`config.mk`:
```
export PLATFORM = sky130hd
export DESIGN_NAME = reg_write_arbiter_flat
export DESIGN_NICKNAME = d
export VERILOG_FILES = /design/src/rtl/reg_write_arbiter_pkg.sv /design/src/rtl/reg_write_arbiter_if.sv /design/src/rtl/reg_write_arbiter_rr_picker.sv /design/src/rtl/reg_write_arbiter.sv /design/src/flat_wrapper.sv
export SDC_FILE = /design/constraint.sdc
export NUM_CORES = 1
export LEC_CHECK = 0
export BUFFER_PORTS_ARGS = -buffer_cell sky130_fd_sc_hd__clkbuf_2
export CORE_MARGIN = 8
export CORE_UTILIZATION = 45
export DETAILED_ROUTE_END_ITERATION = 10
export PLACE_DENSITY = 0.79
export SLEW_MARGIN = 40
export SYNTH_ARGS = -nofsm -noshare
export SYNTH_HDL_FRONTEND = slang
export SYNTH_SLANG_ARGS = --single-unit
```
`constraint.sdc`:
```
create_clock -name clk -period 1.68 [get_ports clk]
set_input_delay 0.336 -clock clk [delete_from_list [all_inputs] [get_ports clk]]
set_output_delay 0.336 -clock clk [all_outputs]
set_load 0.01 [all_outputs]
```
`src/rtl/reg_write_arbiter_pkg.sv`:
```
`default_nettype none
// ============================================================================
//  Module  : reg_arb_pkg
//  Brief   : Shared state encoding and default sizes for reg_write_arbiter.
//  Rev     : 1.0  initial release
// ============================================================================
package reg_arb_pkg;

    typedef enum logic [1:0] {
        IDLE = 2'd0,
        LOAD = 2'd1,
        ACK  = 2'd2
    } arb_state_t;

    localparam int c_DEF_NREQ = 2;
    localparam int c_DEF_NREG = 4;
    localparam int c_DEF_W    = 8;

endpackage
`default_nettype wire

```
`src/rtl/reg_write_arbiter_if.sv`:
```
`default_nettype none
// ============================================================================
//  Module  : reg_write_arbiter_if
//  Brief   : Requester handshake and register-bank bus of the write arbiter.
//  Rev     : 1.0  initial release
// ============================================================================
interface reg_write_arbiter_if
    import reg_arb_pkg::*;
#(
    parameter int NREQ = c_DEF_NREQ,
    parameter int NREG = c_DEF_NREG,
    parameter int W    = c_DEF_W
) ();
    localparam int AW = $clog2(NREG);

    logic [NREQ-1:0]    req;
    logic [NREQ*AW-1:0] addr;
    logic [NREQ*W-1:0]  wdata;
    logic [NREQ-1:0]    gnt;
    logic [NREQ-1:0]    ack;
    logic [NREG-1:0]    reg_le;
    logic [W-1:0]       reg_d;
    logic               busy;
    logic               err;

    modport master (
        output req, addr, wdata,
        input  gnt, ack, reg_le, reg_d, busy, err
    );

    modport slave (
        input  req, addr, wdata,
        output gnt, ack, reg_le, reg_d, busy, err
    );
endinterface
`default_nettype wire

```
`src/rtl/reg_write_arbiter_rr_picker.sv`:
```
`default_nettype none
// ============================================================================
//  Module  : rr_picker
//  Brief   : Combinational round-robin pick: rotate by ptr, find first, un-rotate.
//  Rev     : 1.0  initial release
// ============================================================================
module rr_picker
    import reg_arb_pkg::*;
#(
    parameter int NREQ = c_DEF_NREQ,
    parameter int IW   = $clog2(NREQ)
) (
    input  wire logic [NREQ-1:0] i_req,
    input  wire logic [IW-1:0]   i_ptr,
    output logic                 o_valid,
    output logic [IW-1:0]        o_win
);
    logic [NREQ-1:0] w_rot;
    logic [IW-1:0]   w_off;
    logic [IW:0]     w_sum;

    // w_rot[0] is the requester currently holding priority
    always_comb begin
        w_rot = '0;
        for (int i = 0; i < NREQ; i++) begin
            w_rot[i] = i_req[(i + int'(i_ptr)) % NREQ];
        end
    end

    always_comb begin
        w_off = '0;
        for (int i = NREQ - 1; i >= 0; i--) begin
            if (w_rot[i]) begin
                w_off = IW'(i);
            end
        end
    end

    assign w_sum   = {1'b0, i_ptr} + {1'b0, w_off};
    assign o_win   = (w_sum >= (IW+1)'(NREQ)) ? IW'(w_sum - (IW+1)'(NREQ)) : w_sum[IW-1:0];
    assign o_valid = |i_req;
endmodule
`default_nettype wire

```
`src/rtl/reg_write_arbiter.sv`:
```
`default_nettype none
// ============================================================================
//  Module  : reg_write_arbiter
//  Brief   : Round-robin serialising write arbiter for a latch register bank.
//  Rev     : 1.0  initial release
// ============================================================================
module reg_write_arbiter
    import reg_arb_pkg::*;
#(
    parameter int NREQ = c_DEF_NREQ,
    parameter int NREG = c_DEF_NREG,
    parameter int W    = c_DEF_W
) (
    input  wire logic           clk,
    input  wire logic           R,
    reg_write_arbiter_if.slave  bus
);
    localparam int AW = $clog2(NREG);
    localparam int IW = $clog2(NREQ);

    arb_state_t       r_state, w_state_nxt;
    logic [IW-1:0]    r_ptr, w_ptr_nxt;
    logic [IW-1:0]    r_win, w_win_nxt;
    logic [NREQ-1:0]  r_gnt, w_gnt_nxt;
    logic [NREQ-1:0]  r_ack, w_ack_nxt;
    logic [NREG-1:0]  r_le;
    logic [W-1:0]     r_d, w_d_nxt;
    logic             r_busy, w_busy_nxt;
    logic             r_err, w_err_nxt;

    logic             w_valid;
    logic [IW-1:0]    w_win;
    logic [AW-1:0]    w_sel_addr;
    logic [W-1:0]     w_sel_data;
    logic             w_addr_ok;
    logic             w_le_set;
    logic [NREG-1:0]  w_le_hit;

    rr_picker #(.NREQ(NREQ), .IW(IW)) u_picker (
        .i_req   (bus.req),
        .i_ptr   (r_ptr),
        .o_valid (w_valid),
        .o_win   (w_win)
    );

    assign w_sel_addr = bus.addr[int'(w_win)*AW +: AW];
    assign w_sel_data = bus.wdata[int'(w_win)*W +: W];
    assign w_addr_ok  = ({1'b0, w_sel_addr} < (AW+1)'(NREG));
    assign w_le_set   = (r_state == IDLE) && w_valid && w_addr_ok;

    for (genvar k = 0; k < NREG; k++) begin : g_le_dec
        assign w_le_hit[k] = (w_sel_addr == AW'(k));
    end

    always_comb begin
        w_state_nxt = r_state;
        w_ptr_nxt   = r_ptr;
        w_win_nxt   = r_win;
        w_gnt_nxt   = r_gnt;
        w_ack_nxt   = r_ack;
        w_d_nxt     = r_d;
        w_busy_nxt  = r_busy;
        w_err_nxt   = r_err;
        case (r_state)
            IDLE: begin
                if (w_valid) begin
                    w_state_nxt = LOAD;
                    w_win_nxt   = w_win;
                    w_gnt_nxt   = NREQ'(1) << w_win;
                    w_busy_nxt  = 1'b1;
                    w_d_nxt     = w_sel_data;
                    w_err_nxt   = !w_addr_ok;
                end
            end
            LOAD: begin
                w_state_nxt = ACK;
                w_gnt_nxt   = '0;
                w_err_nxt   = 1'b0;
                w_ack_nxt   = NREQ'(1) << r_win;
            end
            ACK: begin
                if (!bus.req[r_win]) begin
                    w_state_nxt = IDLE;
                    w_ack_nxt   = '0;
                    w_busy_nxt  = 1'b0;
                    w_ptr_nxt   = (r_win == IW'(NREQ - 1)) ? '0 : r_win + IW'(1);
                end
            end
            default: w_state_nxt = IDLE;
        endcase
    end

    // reg_le is only high in LOAD; every other transition clears it
    always_ff @(posedge clk) begin
        if (R) begin
            r_state <= IDLE;
            r_ptr   <= '0;
            r_win   <= '0;
            r_gnt   <= '0;
            r_ack   <= '0;
            r_le    <= '0;
            r_d     <= '0;
            r_busy  <= 1'b0;
            r_err   <= 1'b0;
        end else begin
            r_state <= w_state_nxt;
            r_ptr   <= w_ptr_nxt;
            r_win   <= w_win_nxt;
            r_gnt   <= w_gnt_nxt;
            r_ack   <= w_ack_nxt;
            r_le    <= w_le_set ? w_le_hit : '0;
            r_d     <= w_d_nxt;
            r_busy  <= w_busy_nxt;
            r_err   <= w_err_nxt;
        end
    end

    assign bus.gnt    = r_gnt;
    assign bus.ack    = r_ack;
    assign bus.reg_le = r_le;
    assign bus.reg_d  = r_d;
    assign bus.busy   = r_busy;
    assign bus.err    = r_err;
endmodule
`default_nettype wire

```
`src/flat_wrapper.sv`:
```
// flat-port wrapper written by rule: the top's interface ports become plain ports
module reg_write_arbiter_flat import reg_arb_pkg::*;
#(
    parameter int NREQ = c_DEF_NREQ,
    parameter int NREG = c_DEF_NREG,
    parameter int W    = c_DEF_W
)
  (clk, R, bus_req, bus_addr, bus_wdata, bus_gnt, bus_ack, bus_reg_le, bus_reg_d, bus_busy, bus_err);
  reg_write_arbiter_if #(.NREQ(NREQ), .NREG(NREG), .W(W)) bus_i ();
  input  wire logic clk;
  input  wire logic R;
  input wire logic [$bits(bus_i.req)-1:0] bus_req;
  input wire logic [$bits(bus_i.addr)-1:0] bus_addr;
  input wire logic [$bits(bus_i.wdata)-1:0] bus_wdata;
  output wire logic [$bits(bus_i.gnt)-1:0] bus_gnt;
  output wire logic [$bits(bus_i.ack)-1:0] bus_ack;
  output wire logic [$bits(bus_i.reg_le)-1:0] bus_reg_le;
  output wire logic [$bits(bus_i.reg_d)-1:0] bus_reg_d;
  output wire logic [$bits(bus_i.busy)-1:0] bus_busy;
  output wire logic [$bits(bus_i.err)-1:0] bus_err;
  assign bus_i.req = bus_req;
  assign bus_i.addr = bus_addr;
  assign bus_i.wdata = bus_wdata;
  assign bus_gnt = bus_i.gnt;
  assign bus_ack = bus_i.ack;
  assign bus_reg_le = bus_i.reg_le;
  assign bus_reg_d = bus_i.reg_d;
  assign bus_busy = bus_i.busy;
  assign bus_err = bus_i.err;
  reg_write_arbiter #(.NREQ(NREQ), .NREG(NREG), .W(W)) u_core (.clk(clk), .R(R), .bus(bus_i));
endmodule
```
==> impl_metrics.env, run 1 <==
export IMPL_hp_class="input port to register"
export IMPL_yosysSeqAreaShare=0.442
export IMPL_syn_nets=127
export IMPL_peakVddDrop_mv=0.591
export IMPL_met3_length_um=181
export IMPL_dieArea_um2=3840
export IMPL_drt_met1_wl_um=880
export IMPL_design_core_area_um2=1980
export IMPL_layout_nets=166
export IMPL_critPathLaunchType="register"
export IMPL_wire_per_inst_um=14.1
export IMPL_cts_setup_buffers=0
export IMPL_gr_total_overflow=0
export IMPL_avgSynthCellArea_um2=9.62
export IMPL_antenna_found_initial=0
export IMPL_end_kind="register"
export IMPL_netlist_area_um2=952
export IMPL_finalHoldViolCount=0
export IMPL_synth_top_area_frac=0.442
export IMPL_synthCells=99
export IMPL_worst_clock_skew_ps=1.71
export IMPL_initial_core_util=0.480
export IMPL_grt_max_degree=22
export IMPL_drtIter0Drc=35
export IMPL_firstDrtPassIters=4
export IMPL_grt_usage=0.124
export IMPL_cts_max_path_buffers=2
export IMPL_grt_pass1_wl_um=3620
export IMPL_finalCritPeriodShare=0.931
export IMPL_finalCriticalPeriod_ps=1560
export IMPL_insertion_delay_ps=300
export IMPL_cts_made_buffers=3
export IMPL_netlist_top_cells_area="dfxtp_1 44%, a222oi_1 8.4%, nor2_1 6.3%"
export IMPL_setup_viol=0
export IMPL_vias=876
export IMPL_synth_most_common_cell="dfxtp_1"
export IMPL_synth_ff_type="dfxtp_1"
export IMPL_crit_type="register to register"
export IMPL_slew_violations=0
export IMPL_cp_required_ps=1860
export IMPL_postCtsHoldBufs=0
export IMPL_area_growth_pct=26.4
export IMPL_cts_tree="yes"
export IMPL_cts_htree_levels=1
export IMPL_leakagePower_nw=0.570
export IMPL_yosys_register_bits=21
export IMPL_status="completed"
export IMPL_pwr_density_cell_nw_per_um2=1080
export IMPL_top_layer="met4"
export IMPL_yosysWarnings=0
export IMPL_root_buffer="clkbuf_4"
export IMPL_rsz0062_at_grt="false"
export IMPL_gp_congestion=0.730
export IMPL_drc=0
export IMPL_min_delay_start="bus_wdata[1]"
export IMPL_wl_um=2320
export IMPL_ys_types=28
export IMPL_worstPathArrival_ps=1750
export IMPL_worstSetupStartpoint="u_core.r_state[1]$_SDFFE_PP0P_"
export IMPL_preCtsSetupSlack_ps=-44.8
export IMPL_critPathMaxFanout=7
export IMPL_die_w_um=62
export IMPL_yosys_area_top_type="dfxtp_1"
export IMPL_io_buffers=40
export IMPL_wl_met2_um=1220
export IMPL_async_flop_share=0
export IMPL_fp_dieH_um=62
export IMPL_whs_ps=264
export IMPL_drive_gt1_frac=0.401
export IMPL_dp_hpwl_um=1810
export IMPL_path_clk_slew_ps=110
export IMPL_worst_slack_ps=116
export IMPL_r2r_start="u_core.r_state[1]$_SDFFE_PP0P_"
export IMPL_synth_edf_count=0
export IMPL_ios=42
export IMPL_synth_top_cells_by_count="21 x dfxtp_1, 16 x nor2_1, 8 x a222oi_1, 6 x inv_1, 5 x mux2i_1"
export IMPL_avgViaCountPerCell=5.34
export IMPL_max_cap_violations=0
export IMPL_grt_pass1_vias=900
export IMPL_fmax_mhz=639
export IMPL_cts_sinks=21
export IMPL_antenna_cells=0
export IMPL_ant_nets=0
export IMPL_fp_row_count=16
-- worst paths after layout --
path	cells past startpoint	to	slack, ps
setup / recovery	6	u_core.r_state[0]$_SDFFE_PP0P_	120
hold / removal	3	u_core.bus.reg_d[1]$_SDFFE_PP0P_	260
setup reg to reg	6	u_core.r_state[0]$_SDFFE_PP0P_	120
hold reg to reg	2	u_core.bus.busy$_SDFFE_PP0P_	490
-- metrics by stage --
step / setup TNS [ps] / power, mW / instances / utilization / area, um2
CTS: 0 / 1.30 / 164 / 0.601 / 1190
finish: 0 / 1.29 / 164 / 0.607 / 1200
detailed placement: -75.3 / 1.05 / 160 / 0.586 / 1160
floorplan: 0 / 0.911 / 99 / - / 952
global placement: 0 / 1.03 / 160 / 0.586 / 1160
global route: 0 / 1.38 / 164 / 0.607 / 1200
-- final cells by class --
cell class,instances,area [um2]
clock buffer,4,26.3
fill,184,778
inverter,7,26.3
multi-input combinational,64,489
sequential,21,420
tap,27,33.8
timing repair buffer,41,208
-- cells by family after synthesis --
kind of cell	count (synthesis)	share of synthesized area
mux	7	0.0802
simple gates	25	0.138
fa+ha+maj	5	0.0644
compound gates	26	0.210
other cells	1	0.00394
flops	21	0.442
buf+inv	14	0.0618
-- worst max-delay path: stages, from the launching register on --
cell and delay, ps:
dfxtp_1 340, inv_1 130, ha_4 180, or3b_2 450, o21a_1 150, mux2i_1 150, nor2_1 50
-- what timing repair did --
action	in CTS	in global routing
setup endpoints to repair	9	9
cloned	0	0
resized for setup	1	3
-- power breakdown --
group | internal, mW | switching (mW) | total (mW)
Combinational | 0.206 | 0.241 | 0.447
Clock | 0.0925 | 0.145 | 0.237
Sequential | 0.566 | 0.0441 | 0.610
Total | 0.865 | 0.430 | 1.29
-- layer usage --
layer  track usage  vias up
met5             0        -
met4        0.0584        0
li1              -      439
met1         0.121      407
met3        0.0412        4
met2         0.230       26
-- registers in the layout, summed over array words and instances (netlist names) --
| signal | flops |
|---|---|
| u_core.bus.ack | 2 |
| u_core.bus.busy | 1 |
| u_core.r_win | 1 |
| u_core.r_state | 2 |
| u_core.bus.gnt | 2 |
| u_core.bus.reg_d | 8 |
| u_core.r_ptr | 1 |
| u_core.bus.reg_le | 4 |
-- cells in the final DEF (no fill, tap or decap), types with 2 or more instances in the layout --
cell      Yosys  final
clkbuf_2      0     40
dfxtp_1      21     21
nor2_1       16     16
a222oi_1      8      8
inv_1         6      5
mux2i_1       5      5
o21ai_0       4      4
a21oi_1       4      3
a22oi_1       3      3
nor4_2        3      3
ha_1          4      3
clkbuf_4      0      3
inv_2         1      2
nand2_1       2      2
o21a_1        2      2
a21o_1        2      2
No activity file was read; power rests on OpenSTA's default activity.
==> inputs of run 2 (changes only) <==
--- a/config.mk
+++ b/config.mk
@@ -5,11 +5,13 @@
 export SDC_FILE = /design/constraint.sdc
 export NUM_CORES = 1
 export LEC_CHECK = 0
+export ABC_AREA = 1
+export ABC_CLOCK_PERIOD_IN_PS = 1680
 export BUFFER_PORTS_ARGS = -buffer_cell sky130_fd_sc_hd__clkbuf_2
 export CORE_MARGIN = 8
 export CORE_UTILIZATION = 45
 export DETAILED_ROUTE_END_ITERATION = 10
-export PLACE_DENSITY = 0.79
+export PLACE_DENSITY = 0.77
 export SLEW_MARGIN = 40
 export SYNTH_ARGS = -nofsm -noshare
 export SYNTH_HDL_FRONTEND = slang
==> run 2 against run 1 <==
Compared with the run above: critical path depth is 2 higher; cell area rose by 7.7%; sequential cell count unchanged; die area rose by 7.4%; combinational power fell by 9.4%; worst setup slack improved by 59 ps; non-clock buffer count is 2 higher; sequential power is 3.9% lower; core utilization shrank 2.1 points; fmax grew 3.9%; clock skew up 4.5 ps.
==> impl_metrics.env, run 2 <==
export IMPL_critPathMaxFanout=8
export IMPL_ios=42
export IMPL_avgViaCountPerCell=4.96
export IMPL_antenna_found_initial=0
export IMPL_cts_made_buffers=3
export IMPL_yosysWarnings=0
export IMPL_rr_worst_depth=8
export IMPL_setup_viol=0
export IMPL_path_clk_slew_ps=120
export IMPL_gr_total_overflow=0
export IMPL_fin_setup_tns_ps=0
export IMPL_r2r_end="u_core.bus.reg_d[3]$_SDFFE_PP0P_"
export IMPL_cts_max_path_buffers=2
export IMPL_finalHoldViolCount=0
export IMPL_holdPathEnd="u_core.bus.reg_d[4]$_SDFFE_PP0P_"
export IMPL_pwr_share_seq=0.476
export IMPL_cts_tree="yes"
export IMPL_area_growth_pct=23.8
export IMPL_cts_htree_levels=1
export IMPL_layout_nets=216
export IMPL_avgSynthCellArea_um2=7.17
export IMPL_cts_setup_buffers=0
export IMPL_grt_pass1_vias=1017
export IMPL_critPathBufInv=3
export IMPL_min_delay_start="bus_wdata[12]"
export IMPL_hp_class="input port to register"
export IMPL_crit_chain="inv_1 > ha_1 > o21ai_1 > buf_4 > nand2_1 > nand2_1 > inv_1 > a21oi_1"
export IMPL_cp_required_ps=1910
export IMPL_end_kind="register"
export IMPL_max_cap_violations=0
export IMPL_crit_family="flip-flops"
export IMPL_async_flop_share=0
export IMPL_final_cell_mix="40 x clkbuf_2, 31 x nand2_1, 21 x inv_1, 21 x dfxtp_1, 17 x a21oi_1"
export IMPL_peakVddDrop_mv=0.684
export IMPL_insertion_delay_ps=300
export IMPL_p_sw_frac=0.348
export IMPL_rrSetupSlack_ps=180
export IMPL_wl_um=2700
export IMPL_crit_type="register to register"
export IMPL_netlist_area_um2=1050
export IMPL_dieArea_um2=4130
export IMPL_r2r_start="u_core.r_state[0]$_SDFFE_PP0P_"
export IMPL_final_util=0.586
export IMPL_yosysSeqAreaShare=0.401
export IMPL_critPathLaunchType="register"
export IMPL_pwr_density_cell_nw_per_um2=950
export IMPL_wire_per_inst_um=12.6
export IMPL_synth_edf_count=0
export IMPL_firstDrtPassIters=4
export IMPL_initial_core_util=0.473
export IMPL_finalCritPeriodShare=0.896
export IMPL_finalCriticalPeriod_ps=1500
export IMPL_synth_most_common_cell="nand2_1"
export IMPL_antenna_cells=0
export IMPL_slew_violations=0
export IMPL_max_stage_delay_ps=370
export IMPL_synth_top_area_frac=0.401
export IMPL_power_frac_clock=0.195
export IMPL_postCtsHoldBufs=0
export IMPL_largest_reg_flops=8
export IMPL_fp_dieH_um=64.2
export IMPL_drive_gt1_frac=0.283
export IMPL_design_core_area_um2=2210
export IMPL_gp_congestion=0.791
export IMPL_leakagePower_nw=0.656
export IMPL_status="completed"
export IMPL_drc=0
export IMPL_ant_nets=0
export IMPL_grt_pass1_wl_um=4430
export IMPL_ys_types=20
export IMPL_cts_resized=0
export IMPL_syn_nets=174
export IMPL_synth_top_cells_by_count="31 x nand2_1, 21 x dfxtp_1, 21 x inv_1, 17 x a21oi_1, 16 x nand4_1"
export IMPL_p_int_mw=0.802
export IMPL_worstPathArrival_ps=1730
export IMPL_yosys_area_top_type="dfxtp_1"
export IMPL_pwr_share_comb=0.329
export IMPL_rsz0062_at_grt="false"
export IMPL_die_w_um=64.2
export IMPL_grt_usage=0.129
export IMPL_drtIter0Drc=73
export IMPL_worst_clock_skew_ps=6.21
export IMPL_vias=1067
export IMPL_fp_row_count=17
export IMPL_min_path_cells=3
export IMPL_netlist_top_cells_area="dfxtp_1 40%, nand2_1 11%, nand4_1 9.6%"
export IMPL_grt_max_degree=19
export IMPL_fmax_mhz=664
export IMPL_synth_ff_type="dfxtp_1"
export IMPL_layout_cells_most_common="clkbuf_2"
export IMPL_cts_sinks=21
export IMPL_yosys_register_bits=21
export IMPL_cp_slowest_cell="dfxtp_1"
export IMPL_dp_hpwl_um=2130
export IMPL_synthCells=146
export IMPL_power_switching_mw=0.429
export IMPL_io_buffers=40
export IMPL_root_buffer="clkbuf_4"
## run 2: changes by cell type after synthesis, moves of 3 or more
cell / change
nand2_1: +29
nand4_1: +16
inv_1: +15
a21oi_1: +13
nand3_1: +9
a222oi_1: -8
nor2_1: -7
mux2i_1: -5
nand2_2: +4
a22oi_1: -3
nor4_2: -3
o21ai_0: -3
## run 2: final cells by class
cell class | instances | area [um2]
Inverter | 21 | 78.8
Tap cell | 28 | 35.0
Clock inverter | 1 | 5.00
Multi-Input combinational cell | 98 | 512
Timing Repair Buffer | 43 | 223
Fill cell | 215 | 916
Clock buffer | 3 | 22.5
Sequential cell | 21 | 420
## run 2: kinds of logic after synthesis
| kind of cell | Yosys count | synth area share |
|---|---|---|
| fa+ha+maj | 4 | 0.0478 |
| buf+inv | 27 | 0.110 |
| simple gates | 71 | 0.324 |
| flops | 21 | 0.401 |
| compound gates | 22 | 0.113 |
| other cells | 1 | 0.00358 |
## run 2: worst reg2reg max path: stages (launching register included)
cell and delay, ps:
dfxtp_1 370, inv_1 80, ha_1 260, o21ai_1 230, buf_4 240, nand2_1 60
nand2_1 50, inv_1 40, a21oi_1 120
## run 2: per-layer routing
layer	up-vias	wire length, um	share of wire	global-route usage
met2	30	1260	0.47	0.225
met4	0	25	0.0093	0.0545
met3	4	241	0.089	0.0540
met5	-	0	0	0
met1	471	1180	0.43	0.132
li1	562	-	-	-
## run 2: worst max-delay path by stage
stage,endpoint,cells past startpoint,from
after global routing,u_core.bus.reg_d[3]$_SDFFE_PP0P_,8,u_core.r_state[1]$_SDFFE_PP0P_
after detailed placement,u_core.bus.reg_d[3]$_SDFFE_PP0P_,8,u_core.r_state[1]$_SDFFE_PP0P_
after global placement,u_core.bus.reg_d[2]$_SDFFE_PP0P_,8,u_core.r_state[0]$_SDFFE_PP0P_
final,u_core.bus.reg_d[3]$_SDFFE_PP0P_,8,u_core.r_state[0]$_SDFFE_PP0P_
after floorplan,u_core.r_win$_SDFFE_PP0P_,7,u_core.r_state[0]$_SDFFE_PP0P_
after CTS,u_core.bus.reg_d[3]$_SDFFE_PP0P_,8,u_core.r_state[1]$_SDFFE_PP0P_
## run 2: power groups by stage
stage / Sequential [mW] / Clock, mW / Combinational (mW)
floorplan: 0.616 / 0 / 0.249
detailed placement: 0.597 / 0 / 0.406
CTS: 0.586 / 0.246 / 0.407
global route: 0.592 / 0.261 / 0.454
finish: 0.586 / 0.240 / 0.405
global placement: 0.596 / 0 / 0.395
## run 2: through the flow
stage / power (mW) / setup WS [ps] / cells / area [um2] / hold WS, ps
3_3_place_gp: 0.991 / 279 / 211 / 1270 / 452
4_1_cts: 1.24 / 171 / 215 / 1300 / 276
5_1_grt: 1.31 / 31.9 / 215 / 1300 / 287
6_report: 1.23 / 175 / 215 / 1300 / 276
2_1_floorplan: 0.865 / 372 / 146 / 1050 / 456
3_5_place_dp: 1.00 / 200 / 211 / 1270 / 458
==> inputs of run 3 (changes only) <==
--- a/config.mk
+++ b/config.mk
@@ -12,6 +12,7 @@
 export CORE_UTILIZATION = 45
 export DETAILED_ROUTE_END_ITERATION = 10
 export PLACE_DENSITY = 0.77
+export RECOVER_POWER = 100
 export SLEW_MARGIN = 40
 export SYNTH_ARGS = -nofsm -noshare
 export SYNTH_HDL_FRONTEND = slang
==> run 3 against run 2 <==
Compared with the run above: cell area down 2.0%; sequential cell count is the same; clock-buffer cell count is the same; final cell count is the same; worst setup slack got worse by 0.51 ps; critical path type unchanged; critical path depth unchanged; register-to-register slack about the same; global-route usage is the same; largest cell class unchanged; highest routed layer unchanged; hold slack improved by 1.2 ps; critical endpoint unchanged; sequential power hardly changed; clock skew barely moved; combinational power down 4%.
==> impl_metrics.env, run 3 (synthesis results as in run 2) <==
export IMPL_preCtsSetupSlack_ps=200
export IMPL_slew_violations=0
export IMPL_area_growth_pct=21.3
export IMPL_max_cap_violations=0
export IMPL_cts_sinks=21
export IMPL_grt_pass1_vias=1017
export IMPL_hp_class="input port to register"
export IMPL_ant_nets=0
export IMPL_fill_cells=221
export IMPL_cp_required_ps=1910
export IMPL_finalCriticalPeriod_ps=1510
export IMPL_pwr_density_cell_nw_per_um2=957
export IMPL_layout_nets=216
export IMPL_cts_resized=0
export IMPL_cts_max_path_buffers=2
export IMPL_cts_htree_levels=1
export IMPL_antenna_found_initial=0
export IMPL_wire_per_inst_um=12.6
export IMPL_grt_pass1_wl_um=4430
export IMPL_cts_tree="yes"
export IMPL_path_clk_slew_ps=120
export IMPL_grt_max_degree=19
export IMPL_finalNonFillerCells=215
export IMPL_firstDrtPassIters=4
export IMPL_critPathLaunchType="register"
export IMPL_finalCritPeriodShare=0.896
export IMPL_peakVddDrop_mv=0.681
export IMPL_fp_row_count=17
export IMPL_vias=1079
export IMPL_postCtsHoldBufs=0
export IMPL_grt_usage=0.129
export IMPL_worst_clock_skew_ps=5.92
export IMPL_grt_busiest_layer="met2"
export IMPL_dieArea_um2=4130
export IMPL_antenna_cells=0
export IMPL_gp_congestion=0.791
export IMPL_fp_dieH_um=64.2
export IMPL_status="completed"
export IMPL_fmax_mhz=664
export IMPL_worstPathArrival_ps=1730
export IMPL_fin_setup_tns_ps=0
export IMPL_finalHoldViolCount=0
export IMPL_design_core_area_um2=2210
export IMPL_rsz0062_at_grt="false"
export IMPL_root_buffer="clkbuf_4"
export IMPL_drc=0
export IMPL_multi_input_area_um2=507
export IMPL_cts_setup_buffers=0
export IMPL_ios=42
export IMPL_insertion_delay_ps=300
export IMPL_critPathMaxFanout=8
export IMPL_drive_gt1_frac=0.193
export IMPL_crit_type="register to register"
export IMPL_io_buffers=40
export IMPL_final_cell_mix="31 x nand2_1, 23 x clkbuf_2, 21 x inv_1, 21 x dfxtp_1"
export IMPL_use_met2=0.225
export IMPL_largest_reg_flops=8
export IMPL_final_util=0.574
export IMPL_setup_viol=0
export IMPL_met3_usage=0.0540
export IMPL_dp_cells=211
export IMPL_worst_slack_ps=175
export IMPL_end_kind="register"
export IMPL_dp_hpwl_um=2130
export IMPL_leakagePower_nw=0.598
export IMPL_wl_um=2720
export IMPL_gr_total_overflow=0
export IMPL_die_w_um=64.2
export IMPL_gr_usage_met1=0.132
export IMPL_avgViaCountPerCell=5.02
export IMPL_initial_core_util=0.473
export IMPL_cts_made_buffers=3
export IMPL_drtIter0Drc=75
export IMPL_regArea_um2=420
export IMPL_layout_cells_most_common="nand2_1"
==> run 3: changes by cell type in the layout (fill, tap and decap cells not counted) <==
cell / before / now
nor2_4: 1 / 0
clkbuf_2: 40 / 23
nor2_2: 0 / 1
clkbuf_1: 0 / 17
==> run 3: per-layer routing <==
layer	vias to the layer above	share of wire
met1	472	0.42
li1	561	-
met4	0	0.0052
met5	-	0
met2	44	0.47
met3	2	0.11
==> run 3: final cells by class <==
cell class,count,area share
Clock buffer,3,0.0177
Clock inverter,1,0.00394
Inverter,21,0.0621
Multi-Input combinational cell,98,0.399
Sequential cell,21,0.331
Tap cell,28,0.0276
Timing Repair Buffer,43,0.159
==> run 3: worst max-delay path: stages, from the launching register on <==
cell and delay (ps):
dfxtp_1 370, inv_1 80, ha_1 260, o21ai_1 230, buf_4 240, nand2_1 60, nand2_1 50, inv_1 40
a21oi_1 120
==> run 3: through the flow <==
step	hold slack, ps	area [um2]	power (mW)
CTS	276	1300	1.24
finish	277	1270	1.22
global route	289	1270	1.29
detailed placement	458	1270	1.00
global placement	452	1270	0.991
floorplan	456	1050	0.865
==> run 3: worst paths after layout <==
path | from | to | slack [ps] | depth (start not counted)
setup / recovery | u_core.r_state[0]$_SDFFE_PP0P_ | u_core.bus.reg_d[3]$_SDFFE_PP0P_ | 170 | 8
hold / removal | bus_wdata[12] | u_core.bus.reg_d[4]$_SDFFE_PP0P_ | 280 | 3
setup reg to reg | u_core.r_state[0]$_SDFFE_PP0P_ | u_core.bus.reg_d[3]$_SDFFE_PP0P_ | 170 | 8
hold reg to reg | u_core.bus.ack[0]$_SDFFE_PP0P_ | u_core.bus.ack[0]$_SDFFE_PP0P_ | 470 | 2
==> run 3: where the power goes <==
part           leakage (nW)  switching (mW)  internal (mW)
logic                 0.408           0.244          0.145
clock network        0.0177           0.152         0.0886
registers             0.172          0.0307          0.555
